### src/rtl/logic_bist_ctrl.sv
// Exhaustive-pattern BIST harness: drives every IN_W-bit pattern onto a small combinational
// circuit, compacts its responses in a Galois MISR and compares the signature with a golden value.
module logic_bist_ctrl #(
    parameter int unsigned             IN_W      = 3,
    parameter int unsigned             OUT_W     = 3,
    parameter int unsigned             SIG_W     = 16,
    parameter logic [SIG_W-1:0]        MISR_POLY = 16'h1021,
    parameter logic [SIG_W-1:0]        MISR_SEED = 16'h0000,
    parameter int unsigned             RESP_LAT  = 0
) (
    input  logic             clk,
    input  logic             rst_n,
    input  logic             start,
    input  logic             abort,
    output logic [IN_W-1:0]  stim,
    output logic             stim_valid,
    input  logic [OUT_W-1:0] resp,
    input  logic [SIG_W-1:0] golden,
    output logic [SIG_W-1:0] sig,
    output logic             busy,
    output logic             done,
    output logic             pass
);

    localparam int unsigned CNT_W    = IN_W + 1;
    localparam int unsigned PATTERNS = 2 ** IN_W;
    localparam logic [CNT_W-1:0] CNT_LAST = CNT_W'(PATTERNS - 1);

    typedef enum logic [1:0] {
        ST_IDLE,
        ST_RUN,
        ST_DRAIN,
        ST_DONE
    } state_t;

    state_t            state_q, state_d;
    logic [CNT_W-1:0]  cnt_q, cnt_d;
    logic [IN_W-1:0]   stim_q, stim_d;
    logic              stim_valid_q, stim_valid_d;
    logic              rv_q, rv_d;
    logic [SIG_W-1:0]  sig_q, sig_d;
    logic              pass_q, pass_d;
    logic              rv;
    logic [SIG_W-1:0]  misr_next;

    // Response qualifier follows the stimulus through the DUT's own latency.
    assign rv = (RESP_LAT == 0) ? stim_valid_q : rv_q;

    assign misr_next = (sig_q << 1)
                     ^ (sig_q[SIG_W-1] ? MISR_POLY : '0)
                     ^ SIG_W'(resp);

    always_ff @(posedge clk or negedge rst_n) begin
        if (!rst_n) begin
            state_q      <= ST_IDLE;
            cnt_q        <= '0;
            stim_q       <= '0;
            stim_valid_q <= 1'b0;
            rv_q         <= 1'b0;
            sig_q        <= MISR_SEED;
            pass_q       <= 1'b0;
        end else begin
            state_q      <= state_d;
            cnt_q        <= cnt_d;
            stim_q       <= stim_d;
            stim_valid_q <= stim_valid_d;
            rv_q         <= rv_d;
            sig_q        <= sig_d;
            pass_q       <= pass_d;
        end
    end

    always_comb begin
        state_d      = state_q;
        cnt_d        = cnt_q;
        stim_d       = stim_q;
        stim_valid_d = stim_valid_q;
        rv_d         = stim_valid_q;
        pass_d       = pass_q;
        sig_d        = sig_q;

        // Compaction is independent of abort so an aborted run keeps its last partial signature.
        if (rv) begin
            sig_d = misr_next;
        end

        if (abort) begin
            state_d      = ST_IDLE;
            stim_valid_d = 1'b0;
            rv_d         = 1'b0;
            pass_d       = 1'b0;
        end else begin
            case (state_q)
                ST_IDLE, ST_DONE: begin
                    if (start) begin
                        state_d      = ST_RUN;
                        cnt_d        = '0;
                        stim_d       = '0;
                        stim_valid_d = 1'b1;
                        sig_d        = MISR_SEED;
                        pass_d       = 1'b0;
                    end
                end
                ST_RUN: begin
                    cnt_d  = cnt_q + 1'b1;
                    stim_d = cnt_q[IN_W-1:0] + 1'b1;
                    if (cnt_q == CNT_LAST) begin
                        stim_valid_d = 1'b0;
                        if (RESP_LAT == 0) begin
                            state_d = ST_DONE;
                            pass_d  = (sig_d == golden);
                        end else begin
                            state_d = ST_DRAIN;
                        end
                    end
                end
                ST_DRAIN: begin
                    state_d = ST_DONE;
                    pass_d  = (sig_d == golden);
                end
                default: begin
                    state_d = ST_IDLE;
                end
            endcase
        end
    end

    assign stim       = stim_q;
    assign stim_valid = stim_valid_q;
    assign sig        = sig_q;
    assign busy       = (state_q == ST_RUN) || (state_q == ST_DRAIN);
    assign done       = (state_q == ST_DONE);
    assign pass       = pass_q;

endmodule

### config.mk
export PLATFORM = sky130hd
export DESIGN_NAME = logic_bist_ctrl
export DESIGN_NICKNAME = d
export VERILOG_FILES = /design/src/rtl/logic_bist_ctrl.sv
export SDC_FILE = /design/constraint.sdc
export NUM_CORES = 1
export LEC_CHECK = 0
export CORE_UTILIZATION = 45
export CTS_CLUSTER_DIAMETER = 30
export DETAILED_ROUTE_END_ITERATION = 10
export GPL_TIMING_DRIVEN = 0
export PLACE_DENSITY = 0.79
export SETUP_SLACK_MARGIN = 0.02
export SLEW_MARGIN = 25
export SYNTH_ARGS = -nofsm -noshare
export SYNTH_HDL_FRONTEND = slang
export SYNTH_SLANG_ARGS = --single-unit
### constraint.sdc
create_clock -name clk -period 5.3 [get_ports clk]
set_clock_uncertainty 0.05 [all_clocks]
set_input_delay 1.06 -clock clk [delete_from_list [all_inputs] [get_ports clk]]
set_output_delay 1.06 -clock clk [all_outputs]
set_load 0.02 [all_outputs]
==> summary.md, run 1 <==
| Metric | Value |
|---|---|
| CP max FO | 4 |
| Overflow after GRT | 0 |
| Final #Nets | 213 |
| Max-Cap Viols | 0 |
| Rel. slew slack | 40.95% |
| DR vias/cell | 5.306 |
| Final antenna-violating net count | 0 |
| Fin. Hold Viols | 0 |
| Die Area | 0.003359 sq mm |
| Flop pwr share | 30.9% |
| Setup_tns | 0 ps |
| Antenna violations before repair | 0 |
| GRT met3 Usage | 2.902% |
| GRT Resource Usage Total | 20.36% |
| Initial Util | 49.39% |
| Htree depth | 1 |
| Clock group share of total power | 15.6% |
| Synth warn | 0 |
| Hold/Removal Path Class | reg2reg |
| WP data required | 4190 ps |
| TritonCTS Buffers | 3 |
| Final Worst Setup Slack | 2339 ps |
| Vias | 1,146 |
| Setup violators final | 0 |
| Mapped Area | 0.001409 sq mm |
| CTS tree | yes |
| Crit. Startpoint | state_q[0] |
| Worst skew pair latency | 330 ps |
| Async set-reset flop share out of synthesis | 100.0% |
| Startpoint types | register |
| Post-synth EDFFs | 0 |
| Pre-CTS WS | 2273 ps |
| Failing checks | design-rule violations |
| HPWL after detailed placement | 2483 um |
| Combinational power share | 53.4% |
| Final Total Pwr | 878.5 uW |
| Port Buffer Count | 44 |
| Final core occ | 67.85% |
| Vias in the first global route | 1,179 |
| Cells after Synth | 137 |
| Seq/Total Area, Yosys | 42.63% |
| Arr. time, crit path | 1850 ps |
| Yosys top cell area share | 42.63% |
| Maximum clock rate | 0.3378 GHz |
| Critical path's top delay family | buffers and inverters |
| Clock sink count | 24 |
| Syn Area/Cell | 10.28 sq um |
| Largest net degree at the start of global routing | 25 |
| Reg clk slew, reported paths | 150 ps |
| Max-slew violations | 0 |
| Chip width | 57.96 um |
| Placer Congestion | 0.7607 |
| Most frequent CP cell | inv_1 |
| Worst VDD drop | 272.9 uV |
| Slew @ Worst Pin | 883.8 ps |
| Switching share of total power | 39.35% |
| Hold_ws | 484.8 ps |
| First DRT Iteration DRCs | 20 |
| Die height | 57.96 um |
| Ports | 46 |
| Post-synth top cells | 24 x dfrtp_1, 21 x nor2_1, 18 x mux2i_1, 14 x xor2_1, 10 x xnor2_1 |
| DRC | 3 |
| GR peak layer | met2 |
| Reg2Reg Launch Point | state_q[0] |
| CTS Hold Bufs | 0 |
| RSZ-0062 raised after global routing | false |
| Count of cell types in the netlist | 31 |
| GRT met1 Usage | 24.96% |
| N_diodes | 0 |
| Core Box Area | 0.002853 sq mm |
| Most used DFF post-synth | dfrtp_1 |
| Fin crit period | 2961 ps |
| Worst setup path class | reg2out |
| Status | finished, violations left |
| Crit. End Element | output pin |
| Synth area leaders | dfrtp_1 43%, mux2i_1 13%, xor2_1 8.7% |
| Routed wire length | 3229 um |
| Mapped Nets | 164 |
| Storage element area | 600.6 sq um |
| Slowest CP cell | clkdlybuf4s50_1 |
| WP buf/inv | 3 |
| Area delta synth->final | 37.39% |
| DR WL/cell | 14.95 um |
| Multi-input logic area | 725.7 sq um |
| CTS Buffer Depth | 2 |
| Wire length of the first global-routing pass | 5161 um |
| Post-synth top area cell | dfrtp_1 |
| PostCTS Resize Cnt | 0 |
| Leakage power | 0.0008934 uW |
| Count leader, synth | dfrtp_1 |
| # fillers | 237 |
| Site Rows | 19 |
| Setup bufs post-CTS | 0 |
| Yosys reg bits | 24 |
| Delay of the slowest critical-path stage | 600 ps |
| Hold Startpoint | pass |
| Critical-path cell list | inv_1 -> ha_1 -> inv_1 -> clkdlybuf4s50_1 |
| Root Buffer | clkbuf_4 |
| Final period utilization | 55.86% |
| Internal power | 532.8 uW |
| Power Dens Cells | 453.9 mW/mm^2 |
| Initial DRT Pass Iterations | 7 |
| Psw | 345.7 uW |
| Met2 GRT Util | 35.14% |
| Share of cells above drive strength 1 | 7.568% |
## registers in the layout (all words and copies together) (netlist names)
signal	count
cnt_q	4
pass	1
sig	16
state_q	2
stim_valid	1
## stage by stage
stage               area, sq um  std cells
floorplan                  1409        137
global placement           1888        212
detailed placement         1883        212
CTS                        1936        216
global route               1936        216
finish                     1936        216
## worst paths after layout
path,to,slack (ps),depth (start not counted)
min reg2reg,pass,480,1
min in group asynchronous,sig[10],630,1
min,pass,480,1
max in group asynchronous,sig[6],4200,1
max reg2reg,sig[13],2920,6
max,busy,2340,4
## kinds of logic after synthesis
family	Yosys count	share of synthesized area [%]
adder cells (fa/ha/maj)	4	3.553
XOR/XNOR	24	14.92
flip-flops	24	42.63
AND/OR/NAND/NOR	42	13.50
buffers and inverters	12	5.862
AO/OA/AOI/OAI	12	5.772
multiplexers	19	13.77
## area by class of cell
cell class	count	area share, %
Buffer	9	3.685
Clock buffer	3	1.164
Clock inverter	1	1.551
Inverter	3	0.5818
Multi-Input combinational cell	101	37.49
Sequential cell	24	31.03
Tap cell	31	2.004
Timing Repair Buffer	44	22.50
## placed cells by master (no fill, tap or decap), drive strengths merged
cell type      count
clkdlybuf4s50     43
dfrtp             24
nor2              21
mux2i             19
xor2              14
xnor2             10
buf                8
nand2              6
clkbuf             5
nor3               4
ha                 4
o21ai              4
inv                3
nand3              3
nor2b              2
a21o               2
nor4               2
nor3b              1
o21a               1
or3                1
a22o               1
a21oi              1
a211oi             1
nand4              1
a31oi              1
and4               1
a32o               1
bufinv             1
## power by group through the flow
stage	combinational (uW)	sequential, uW	clock [uW]
after global placement	462	271	0
after global routing	508	278	145
final	469	272	137
after CTS	474	272	138
after detailed placement	472	276	0
after floorplan	278	304	0
## worst register-to-register path, stage by stage (launching register included)
cell	delay, ps
dfrtp_1	420
inv_1	70
ha_1	330
inv_1	70
nor3b_1	730
clkbuf_1	460
nor2_1	110
## metal layers
layer,up-vias,routed length [um]
met5,-,0
met4,0,69
met3,8,126
met2,30,1601
met1,554,1431
li1,554,-
No activity file was read; power rests on OpenSTA's default activity.
==> run 2, diff against run 1 <==
==> constraint.sdc (replaced) <==
create_clock -name clk -period 2.9 [get_ports clk]
set_clock_uncertainty 0.05 [all_clocks]
set_input_delay 0.58 -clock clk [delete_from_list [all_inputs] [get_ports clk]]
set_output_delay 0.58 -clock clk [all_outputs]
set_load 0.02 [all_outputs]
==> results of run 2 <==
The final DEF is identical to that of run 1. Status: finished, violations left: design-rule violations.
Among the figures that moved: setup slack after placement 2273 ps -> 353.3 ps; setup slack after layout 2339 ps -> 419.5 ps; hold slack 484.8 ps -> 151.4 ps; register-to-register setup slack 2920 ps -> 520 ps; total power 878.5 uW -> 1606 uW; worst IR drop on VDD 272.9 uV -> 498.7 uV
